--- config.mk ---
export PLATFORM = sky130hd
export DESIGN_NAME = fetch_unit
export DESIGN_NICKNAME = d
export VERILOG_FILES = /design/src/rtl/fetch_unit.sv
export SDC_FILE = /design/constraint.sdc
export NUM_CORES = 1
export LEC_CHECK = 0
export CORE_AREA = 4 4 172 91
export CTS_BUF_LIST = sky130_fd_sc_hd__clkbuf_8
export CTS_CLUSTER_DIAMETER = 100
export DETAILED_ROUTE_END_ITERATION = 8
export DIE_AREA = 0 0 176 95
export PLACE_DENSITY = 0.86
export REMOVE_ABC_BUFFERS = 1
export SYNTH_ARGS = -nofsm -noshare
export SYNTH_HDL_FRONTEND = slang
export SYNTH_SLANG_ARGS = --single-unit
export TNS_END_PERCENT = 1
--- constraint.sdc ---
create_clock -name clk -period 2.3 [get_ports clk]
set_input_delay 0.69 -clock clk [delete_from_list [all_inputs] [get_ports clk]]
set_output_delay 0.69 -clock clk [all_outputs]
set_load 0.01 [all_outputs]
--- src/rtl/fetch_unit.sv ---
// fetch_unit: instruction fetch with one-entry buffer, pending redirect and optional perf counters (FETCH_PERF_EN).
module fetch_unit #(
  parameter logic [31:0] RESET_PC = 32'h0000_0000
) (
  input  logic        clk,
  input  logic        reset,
  input  logic        en_memory,
  input  logic        en_branch,
  input  logic        en_fetch,
  input  logic        br_valid,
  input  logic [31:0] br_target,
  output logic        mem_req,
  output logic [31:0] mem_addr,
  input  logic        mem_ack,
  input  logic [31:0] mem_rdata,
  output logic        branch,
  output logic        done,
  output logic [31:0] instr,
  output logic [31:0] pc,
  output logic        fetch_err,
  output logic [15:0] fetch_cnt,
  output logic [15:0] redirect_cnt
);
  typedef enum logic [1:0] {IDLE, REQ, HAVE, DROP} state_t;
  state_t state, state_n;
  logic pending, take, commit, bad;
  logic [31:0] target, buffer, addr;
  assign take = en_branch && pending;
  assign commit = en_fetch && !branch && !take && state == HAVE;
  assign bad = en_fetch && !branch && !take && state != HAVE;
  assign mem_req = state == REQ || state == DROP;
  assign mem_addr = addr;
  assign done = state == HAVE;
  // A redirect during an outstanding read must still wait out its ack before reusing the bus.
  always_comb begin
    state_n = state;
    case (state)
      IDLE:    state_n = en_memory && !take ? REQ : IDLE;
      REQ:     state_n = take ? (mem_ack ? IDLE : DROP) : (mem_ack ? HAVE : REQ);
      HAVE:    state_n = take || commit ? IDLE : HAVE;
      DROP:    state_n = mem_ack ? IDLE : DROP;
      default: state_n = IDLE;
    endcase
  end
  always_ff @(posedge clk) begin
    if (reset) begin
      state <= IDLE;
      pc <= RESET_PC;
      instr <= '0;
      branch <= 1'b0;
      fetch_err <= 1'b0;
      pending <= 1'b0;
      target <= '0;
      buffer <= '0;
      addr <= '0;
    end else begin
      state <= state_n;
      branch <= take;
      fetch_err <= fetch_err | bad;
      pending <= br_valid | (pending & ~take);
      if (br_valid) target <= br_target;
      if (state == IDLE && en_memory && !take) addr <= pc;
      if (state == REQ && mem_ack) buffer <= mem_rdata;
      if (commit) begin
        instr <= buffer;
        pc <= pc + 32'd4;
      end
      if (take) pc <= target;
    end
  end
`ifdef FETCH_PERF_EN
  always_ff @(posedge clk) begin
    if (reset) begin
      fetch_cnt <= '0;
      redirect_cnt <= '0;
    end else begin
      if (commit && fetch_cnt != 16'hFFFF) fetch_cnt <= fetch_cnt + 16'd1;
      if (take && redirect_cnt != 16'hFFFF) redirect_cnt <= redirect_cnt + 16'd1;
    end
  end
`else
  assign fetch_cnt = '0;
  assign redirect_cnt = '0;
`endif
endmodule

==> results.md, run 1 <==
- The net switching share of the total power is 26.8%.
- The highest metal layer used by the detailed router is met5.
- The number of max-cap violations is 0.
- The die span in y is 95 um.
- The placeable core region is 0.0141 mm^2.
- The wire length reported by the detailed router is 18.5 mm.
- Yosys printed 0 warnings.
- The wire length of the first global-routing pass is 29.0 mm.
- The maximum clock skew at final layout is 0.0166 ns.
- The number of fillers in the final layout is 1217.
- The share of total power dissipated in the clock network is 36.0%.
- The mapped netlist covers 0.00665 mm^2.
- The startpoint identified for the worst register-to-register timing path is pc[3].
- The critical path goes through clkdlybuf4s50_1.
- The share of cells above drive strength 1 is 9.99%.
- The endpoint identified for the worst register-to-register timing path is pc[28].
- The synthesized instance count is 797.
- The clock slew at the register clock pins of the worst setup and hold paths is 0.09 ns.
- The cell type of the slowest stage on the worst timing path is sky130_fd_sc_hd__clkdlybuf4s50_1.
- The tree built by TritonCTS fans out to 165 sinks.
- The clock tree root driver cell is sky130_fd_sc_hd__clkbuf_8.
- The detailed router's first-iteration violation count is 599.
- The clock tree synthesis step divided the H-tree into 4 levels.
- The cell-internal power is 4.32 mW.
- For this design the top-level I/O count stands at 203.
- The data arrival time of the critical path is 1.53 ns.
- The family of cells with the greatest summed delay on the critical path is buffers and inverters.
- The number of antenna diodes is 0.
- The post-cts hold buffer count is 0.
- The worst hold path cell count is 2.
- The top cell type by area accounts for 49.7% of the synthesized area.
- In this run the worst path has a maximum fanout of 6.
- The post-CTS setup buffer count is 0.
- The endpoint of the worst hold path is instr[30].
- The share of total power dissipated in sequential elements is 51.8%.
- Summing all non-filler instances in the final layout gives an area of 0.00916 mm^2.
- The count of input and output buffers is 170.
- The required time reported for the critical path endpoint is 1.61 ns.
- Global routing used 21.7% of the available tracks across all layers.
- The floorplan has 31 rows.
- The detail route stage leaves a number of antenna-violating nets equal to 0.
- The met2 wirelength from detailed routing is 7.79 mm.
- By area the synthesized netlist is led by sky130_fd_sc_hd__dfxtp_1 50%, sky130_fd_sc_hd__nand2_1 12%, sky130_fd_sc_hd__a21oi_1 7.8%.
- For this design the total switching power over the nets is 1.58 mW.
- The worst setup path is launched from a flip-flop.
- Routability-driven placement finished with a final weighted congestion of 0.845.
- TritonCTS created 17 clock buffers.
- Setup repair after global routing left no endpoint under its margin.
- The delay of the slowest critical-path stage is 0.61 ns.
- For the worst flop-to-flop path, the logic depth is 6.
- Total power for the finished layout comes to 5.90 mW.
- In the routed design, unresolved DRC markers number 0.
- The floorplan step defined a die boundary enclosing 0.0167 mm^2.
- The count of final hold-check violations came to 0.
- The final critical-path required period is 2.22 ns.
- The post-synthesis cell type with the largest combined area is sky130_fd_sc_hd__dfxtp_1.
- The post-synthesis to final-layout area growth is 37.8%.
- The die is 176 um wide.
- The final setup violation count is 0.
- Summed over all cells, the static leakage comes to 3.43 nW.
- The worst hold path belongs to the class flip-flop to flip-flop.
- The sequential area share after synthesis is 49.7%.
- The worst setup path is captured at an output port.
- In the finished design, the share of the clock period the worst path needs comes to 96.6%.
- The library cell used most frequently in the layout, excluding fill and tap cells, is sky130_fd_sc_hd__nand2_1.
- TritonCTS built the clock tree.
- In this run the register-to-register setup slack is 0.35 ns.
- The maximum achievable frequency is 450 MHz.
- The via count is 5952.
- The first detailed-routing pass ran for 5 iterations.
- The number of global-route vias before repair is 5523.
- The met3 layer wire length in the routed design is 1.59 mm.
- The largest net degree at the start of global routing is 52.
- The wire length per cell after detailed routing is 15.5 um.
- The hold path startpoint is buffer[30].
- The max-slew violation count is 0.
- After global routing the overflow that remains totals 0.
- The placed standard-cell area is 0.00875 mm^2.
- The power share of the combinational group is 12.2%.
- The initial antenna violation count came to 1.
- Summed over all nets, the half-perimeter wirelength after detailed placement is 13.6 mm.
- The number of buffers and inverters on the critical path is 1.
- The startpoint-to-endpoint class of the critical path is flip-flop to output port.
- The post-synthesis register bit count is 165.
- At the end of the flow, the number of nets in the layout was 1052.
- The worst-case vdd ir drop is 368 uV.
- The detailed router put a total of 8.97 mm of wire on met1.
- The longest clock path from root to sink contains 2 buffers.
- The mean instance size in the synthesized netlist is 8.34 um^2.
- The initial core utilization is 47.1%.
- The clock reaches the later pin of the worst-skew pair after 0.44 ns.
- The via density per instance is 5.01.
- The flow ran to the end, and the final reports show no timing, DRC or antenna violations.
- The top cell types in the final layout, fill and taps aside, are 212 x sky130_fd_sc_hd__nand2_1, 168 x sky130_fd_sc_hd__clkdlybuf4s50_1, 162 x sky130_fd_sc_hd__dfxtp_1, 103 x sky130_fd_sc_hd__a21oi_1, 69 x sky130_fd_sc_hd__nor2_1.
- The unique cell type count in the Yosys netlist is 38.
- The power density of the placed cells is 644 mW/mm^2.
## kinds of logic (layout without fill, tap and decap cells)
group / Yosys count / in the layout / synth area share [%]
AOI/OAI and AO/OA: 138 / 138 / 11.9
xor gates and xnor gates: 26 / 26 / 3.42
and+or+nand+nor: 334 / 334 / 21.6
DFF: 165 / 165 / 49.7
other: 1 / 32 / 0.0564
buffers and inverters: 95 / 258 / 7.47
adders and majority gates: 3 / 3 / 0.565
muxes: 35 / 35 / 5.29
## area by class of cell
class | count | area, um^2 | share of cell area (%)
Clock buffer | 17 | 234 | 2.55
Inverter | 7 | 26.3 | 0.287
Multi-Input combinational cell | 568 | 2980 | 32.5
Timing Repair Buffer | 219 | 2200 | 24.0
Clock inverter | 15 | 173 | 1.88
Sequential cell | 165 | 3310 | 36.1
Tap cell | 198 | 248 | 2.70
## power by group through the flow
| stage | registers [mW] | logic [mW] | clock network, mW |
|---|---|---|---|
| 2_1_floorplan | 3.12 | 0.245 | 0 |
| 3_3_place_gp | 3.11 | 0.701 | 0 |
| 3_5_place_dp | 3.12 | 0.716 | 0 |
| 4_1_cts | 3.05 | 0.719 | 2.18 |
| 5_1_grt | 3.07 | 0.781 | 2.29 |
| 6_report | 3.05 | 0.721 | 2.13 |
## repair_timing
action                     CTS  global route
gates resized for setup      1             3
pin swaps                    0             0
setup endpoints to repair    1             4
## worst reg2reg max path, stage by stage (launching register included)
cell,delay (ns)
sky130_fd_sc_hd__dfxtp_1,0.48
sky130_fd_sc_hd__ha_1,0.25
sky130_fd_sc_hd__nand2_1,0.16
sky130_fd_sc_hd__nor4_1,0.38
sky130_fd_sc_hd__nand4_1,0.18
sky130_fd_sc_hd__xor2_1,0.18
sky130_fd_sc_hd__a211oi_1,0.23
## through the flow
stage / instances / utilization (%) / setup slack [ns] / hold WS [ns] / setup TNS [ns]
finish: 1189 / 64.9 / 0.0779 / 0.452 / 0
global route: 1189 / 64.9 / 0.000352 / 0.472 / 0
CTS: 1189 / 64.9 / 0.00507 / 0.458 / 0
detailed placement: 1157 / 62.0 / -0.319 / 0.444 / -5.82
global placement: 1157 / 62.0 / -0.234 / 0.438 / -3.76
floorplan: 740 / - / -1.79 / 0.425 / -80.55
## worst max-delay path by stage
stage                          from  slack (ns)     end  depth (start not counted)
after CTS                     pc[5]       0.005   pc[5]                          1
final                        pc[27]        0.08  pc[27]                          1
after floorplan           en_branch       -1.79  pc[10]                          6
after global placement     en_fetch       -0.23  pc[27]                          7
after global routing         pc[12]      0.0004  pc[12]                          1
after detailed placement   en_fetch       -0.32  pc[19]                          7
## synthesized netlist by cell type (all sizes together)
library cell,instances
and2,1
o21ai,3
clkbuf,47
mux2i,34
a21oi,103
nor2,71
and4,2
buf,41
xnor2,8
a311oi,1
inv,6
nand4b,1
o21ba,1
and4bb,1
o211ai,2
nor2b,2
dfxtp,165
xor2,18
clkinv,1
o311ai,1
nand4bb,1
nand4,12
mux2,1
nor4,5
nor4b,1
conb,1
nor3,4
nand3,15
a211oi,27
and3,5
nand2,213
ha,3
## per-layer routing
metal / global-route usage (%) / up-vias
met5: 0 / -
met4: 4.60 / 2
met3: 6.76 / 15
met2: 31.9 / 204
met1: 31.4 / 2786
li1: - / 2945
## state kept, by name, indices dropped and copies added, names as in the netlist
| name | cells |
|---|---|
| buffer | 32 |
| instr | 32 |
| mem_addr | 32 |
| pc | 32 |
| target | 32 |
| state | 2 |
| branch | 1 |
| fetch_err | 1 |
| pending | 1 |
(Power assumes the default switching activity.)
==> run 2: changes to the inputs <==
--- a/config.mk
+++ b/config.mk
@@ -5,11 +5,12 @@
 export SDC_FILE = /design/constraint.sdc
 export NUM_CORES = 1
 export LEC_CHECK = 0
-export CORE_AREA = 4 4 172 91
+export CORE_AREA = 4 4 149 79
 export CTS_BUF_LIST = sky130_fd_sc_hd__clkbuf_8
 export CTS_CLUSTER_DIAMETER = 100
 export DETAILED_ROUTE_END_ITERATION = 8
-export DIE_AREA = 0 0 176 95
+export DIE_AREA = 0 0 153 83
+export DONT_BUFFER_PORTS = 1
 export PLACE_DENSITY = 0.86
 export REMOVE_ABC_BUFFERS = 1
 export SYNTH_ARGS = -nofsm -noshare
==> run 2 against run 1 <==
- register-to-register slack worse by 0.07 ns
- critical path depth stayed put
- clock skew is 0.0032 ns lower
- count of clock-buffer cells in the layout stayed put
- critical path type unchanged
- largest power group unchanged
==> results.md, run 2 (synthesis results as in run 1) <==
- The number of routed nets with antenna violations is 0 (unchanged).
- For the pin with the worst max-slew slack, the measured transition is 0.585 ns.
- The sum of net half-perimeters after detailed placement is 11.4 mm (-17%).
- The via count is 5261 (-12%).
- The data arrival time of the critical path is 1.33 ns (-0.20 ns).
- The placed standard-cell area was 0.00664 mm^2 (-24%).
- The setup slack at placement is 0.222 ns (+0.542 ns).
- The max-slew violation count is 0 (unchanged).
- The startpoint-to-endpoint class of the critical path is flip-flop to output port.
- The number of fillers in the final layout is 901 (-26%).
- The overall routing resource usage came to 25.0% (+3.3 points).
- The routed length on met1 is 7.14 mm (-20%).
- The row count is 27 (-13%).
- The width of the die was 153 um (-13%).
- The share of cells above drive strength 1 is 7.73% (-2.3 points).
- The clock slew at the register clock pins of the worst setup and hold paths came to 0.10 ns (about the same).
- The count of final hold-check violations was 0 (unchanged).
- The launch instance of the worst register-to-register path is pc[5].
- The met2 wirelength from detailed routing is 7.11 mm (-8.7%).
- The maximum achievable frequency came to 495 MHz (+9.9%).
- The full die area is 0.0127 mm^2 (-24%).
- The number of global-route vias before repair is 5026 (-9.0%).
- The die span in y is 83 um (-13%).
- The element type at the critical path start is a flip-flop.
- STA classifies the critical path endpoint as an output port.
- The final design utilization is 66.1% (+1.2 points).
- The worst-case vdd ir drop is 432 uV (+17%).
- The met3 layer wire length in the routed design came to 1.60 mm (+0.50%).
- The via density per instance is 5.63 (+13%).
- The register-to-register path setup slack is 0.28 ns (-0.07 ns).
- The final setup violation count is 0 (unchanged).
- The kind of cell with the highest combined delay along the critical path is flip-flops.
- The H-tree depth reported by CTS is 4 (unchanged).
- The number of max-cap violations is 0 (unchanged).
- The wire length reported by the detailed router was 16.1 mm (-13%).
- The run finished with clean final reports.
- The total non-filler cell area in the finished layout came to 0.00702 mm^2 (-23%).
- Signal routing reaches up to met4.
- The clock latency at the later pin of the worst-skew pair is 0.44 ns (about the same).
- The post-CTS setup buffer count came to 0 (unchanged).
- The power density of the placed cells is 777 mW/mm^2 (+21%).
- The largest fanout on the critical path is 9 (+3).
- Leaving out fill and tap cells, the most frequent cells in the layout are 212 x sky130_fd_sc_hd__nand2_1, 165 x sky130_fd_sc_hd__dfxtp_1, 103 x sky130_fd_sc_hd__a21oi_1, 69 x sky130_fd_sc_hd__nor2_1, 34 x sky130_fd_sc_hd__mux2i_1.
- The cell type of the slowest stage on the worst timing path is sky130_fd_sc_hd__dfxtp_1.
- The cell total after placement is 902 (-22%).
- The leakage power total came to 2.59 nW (-24%).
- The area growth from synthesis to layout is 5.51%.
- The number of detailed-routing iterations run before antenna repair is 5 (unchanged).
- The maximum clock skew at final layout came to 0.0134 ns (-0.00320 ns).
- The initial core utilization came to 62.7% (+16 points).
- Walking the worst path, the cells encountered are nor2b_1.
- The number of sinks driven by the clock tree is 165 (unchanged).
- The wire length of the first global-routing pass is 26.1 mm (-10%).
- The delay of the slowest critical-path stage is 0.54 ns (-0.07 ns).
- The number of primary I/O pins is 203 (unchanged).
- The post-route setup TNS was 0 ns (unchanged).
- The number of antenna diodes came to 0 (unchanged).
- The required time reported for the critical path endpoint came to 1.61 ns (about the same).
- The detailed router's first-iteration violation count came to 302 (-50%).
- The worst slew slack as a fraction of its limit is 61.0%.
- The number of nets in the layout was 850 (-19%).
- The setup slack of the critical path after layout is 0.278 ns (+0.200 ns).
- The length in cells of the worst reg-to-reg path is 6 (unchanged).
- The final critical-path required period is 2.02 ns (-0.200 ns).
- The number of CTS-inserted buffers was 17 (unchanged).
- The buffers plus inverters on the worst setup path is 0 (-1).
- The largest net degree at the start of global routing is 169 (+230%).
- The post-layout instance count excluding filler cells is 934 (-21%).
- The most frequent standard cell in the layout excluding fill and tap cells is sky130_fd_sc_hd__nand2_1.
- In this run the most critical hold path is launched from reset.
- The count of input and output buffers is 0 (-100%).
- Setup repair after global routing left no endpoint under its margin.
- The worst hold slack is 0.311 ns (-0.141 ns).
- The endpoint identified for the worst register-to-register timing path is pc[13].
- The part of the cycle the worst path needs came to 87.9% (-8.7 points).
- The clock tree root driver cell is sky130_fd_sc_hd__clkbuf_8.
- The total congestion overflow was 0 (unchanged).
- The number of instances resized during post-cts repair is 0 (-1).
- The maximum buffer depth of the clock tree is 2 (unchanged).
- The worst hold path cell count is 1 (-1).
- The tightest min-delay check is of the input pin to flip-flop type.
- The post-cts hold buffer count was 0 (unchanged).
- The initial antenna violation count was 0 (-1).
- The overall power consumption was 5.45 mW (-7.6%).
- The wire length per cell after detailed routing is 17.2 um (+11%).
- The endpoint of the worst hold path is instr[30].
- The number of remaining DRC errors is 0 (unchanged).
- TritonCTS built the clock tree.
- The placeable core region was 0.0106 mm^2 (-25%).
- The final weighted congestion in routability-driven placement is 0.827 (-2.1%).
[run 2: worst max path at each step]
| stage | startpoint | to | depth (start not counted) |
|---|---|---|---|
| 5_1_grt | state[1] | pc[29] | 6 |
| 4_1_cts | state[1] | done | 1 |
| 2_1_floorplan | en_branch | pc[10] | 6 |
| 3_3_place_gp | en_fetch | pc[20] | 5 |
| 6_report | state[1] | done | 1 |
| 3_5_place_dp | en_fetch | pc[29] | 6 |
[run 2: layout make-up]
class	instances	area (um^2)	area share, %
well taps	145	181	2.59
flip-flops and latches	165	3300	47.1
multi-input cells	568	2970	42.4
repair buffers	17	153	2.18
clock inverters	15	145	2.07
clock buffers	17	234	3.34
inverters	7	26.3	0.375
[run 2: per-layer routing]
metal,GRT usage (%),up-vias
li1,-,2533
met1,33.3,2496
met2,38.2,214
met3,9.79,18
met4,6.87,0
met5,0,-
[run 2: report_power, final]
| part | switching (mW) | total [mW] | internal [mW] |
|---|---|---|---|
| clock | 1.14 | 2.02 | 0.881 |
| combinational | 0.221 | 0.358 | 0.137 |
| sequential | 0.115 | 3.08 | 2.96 |
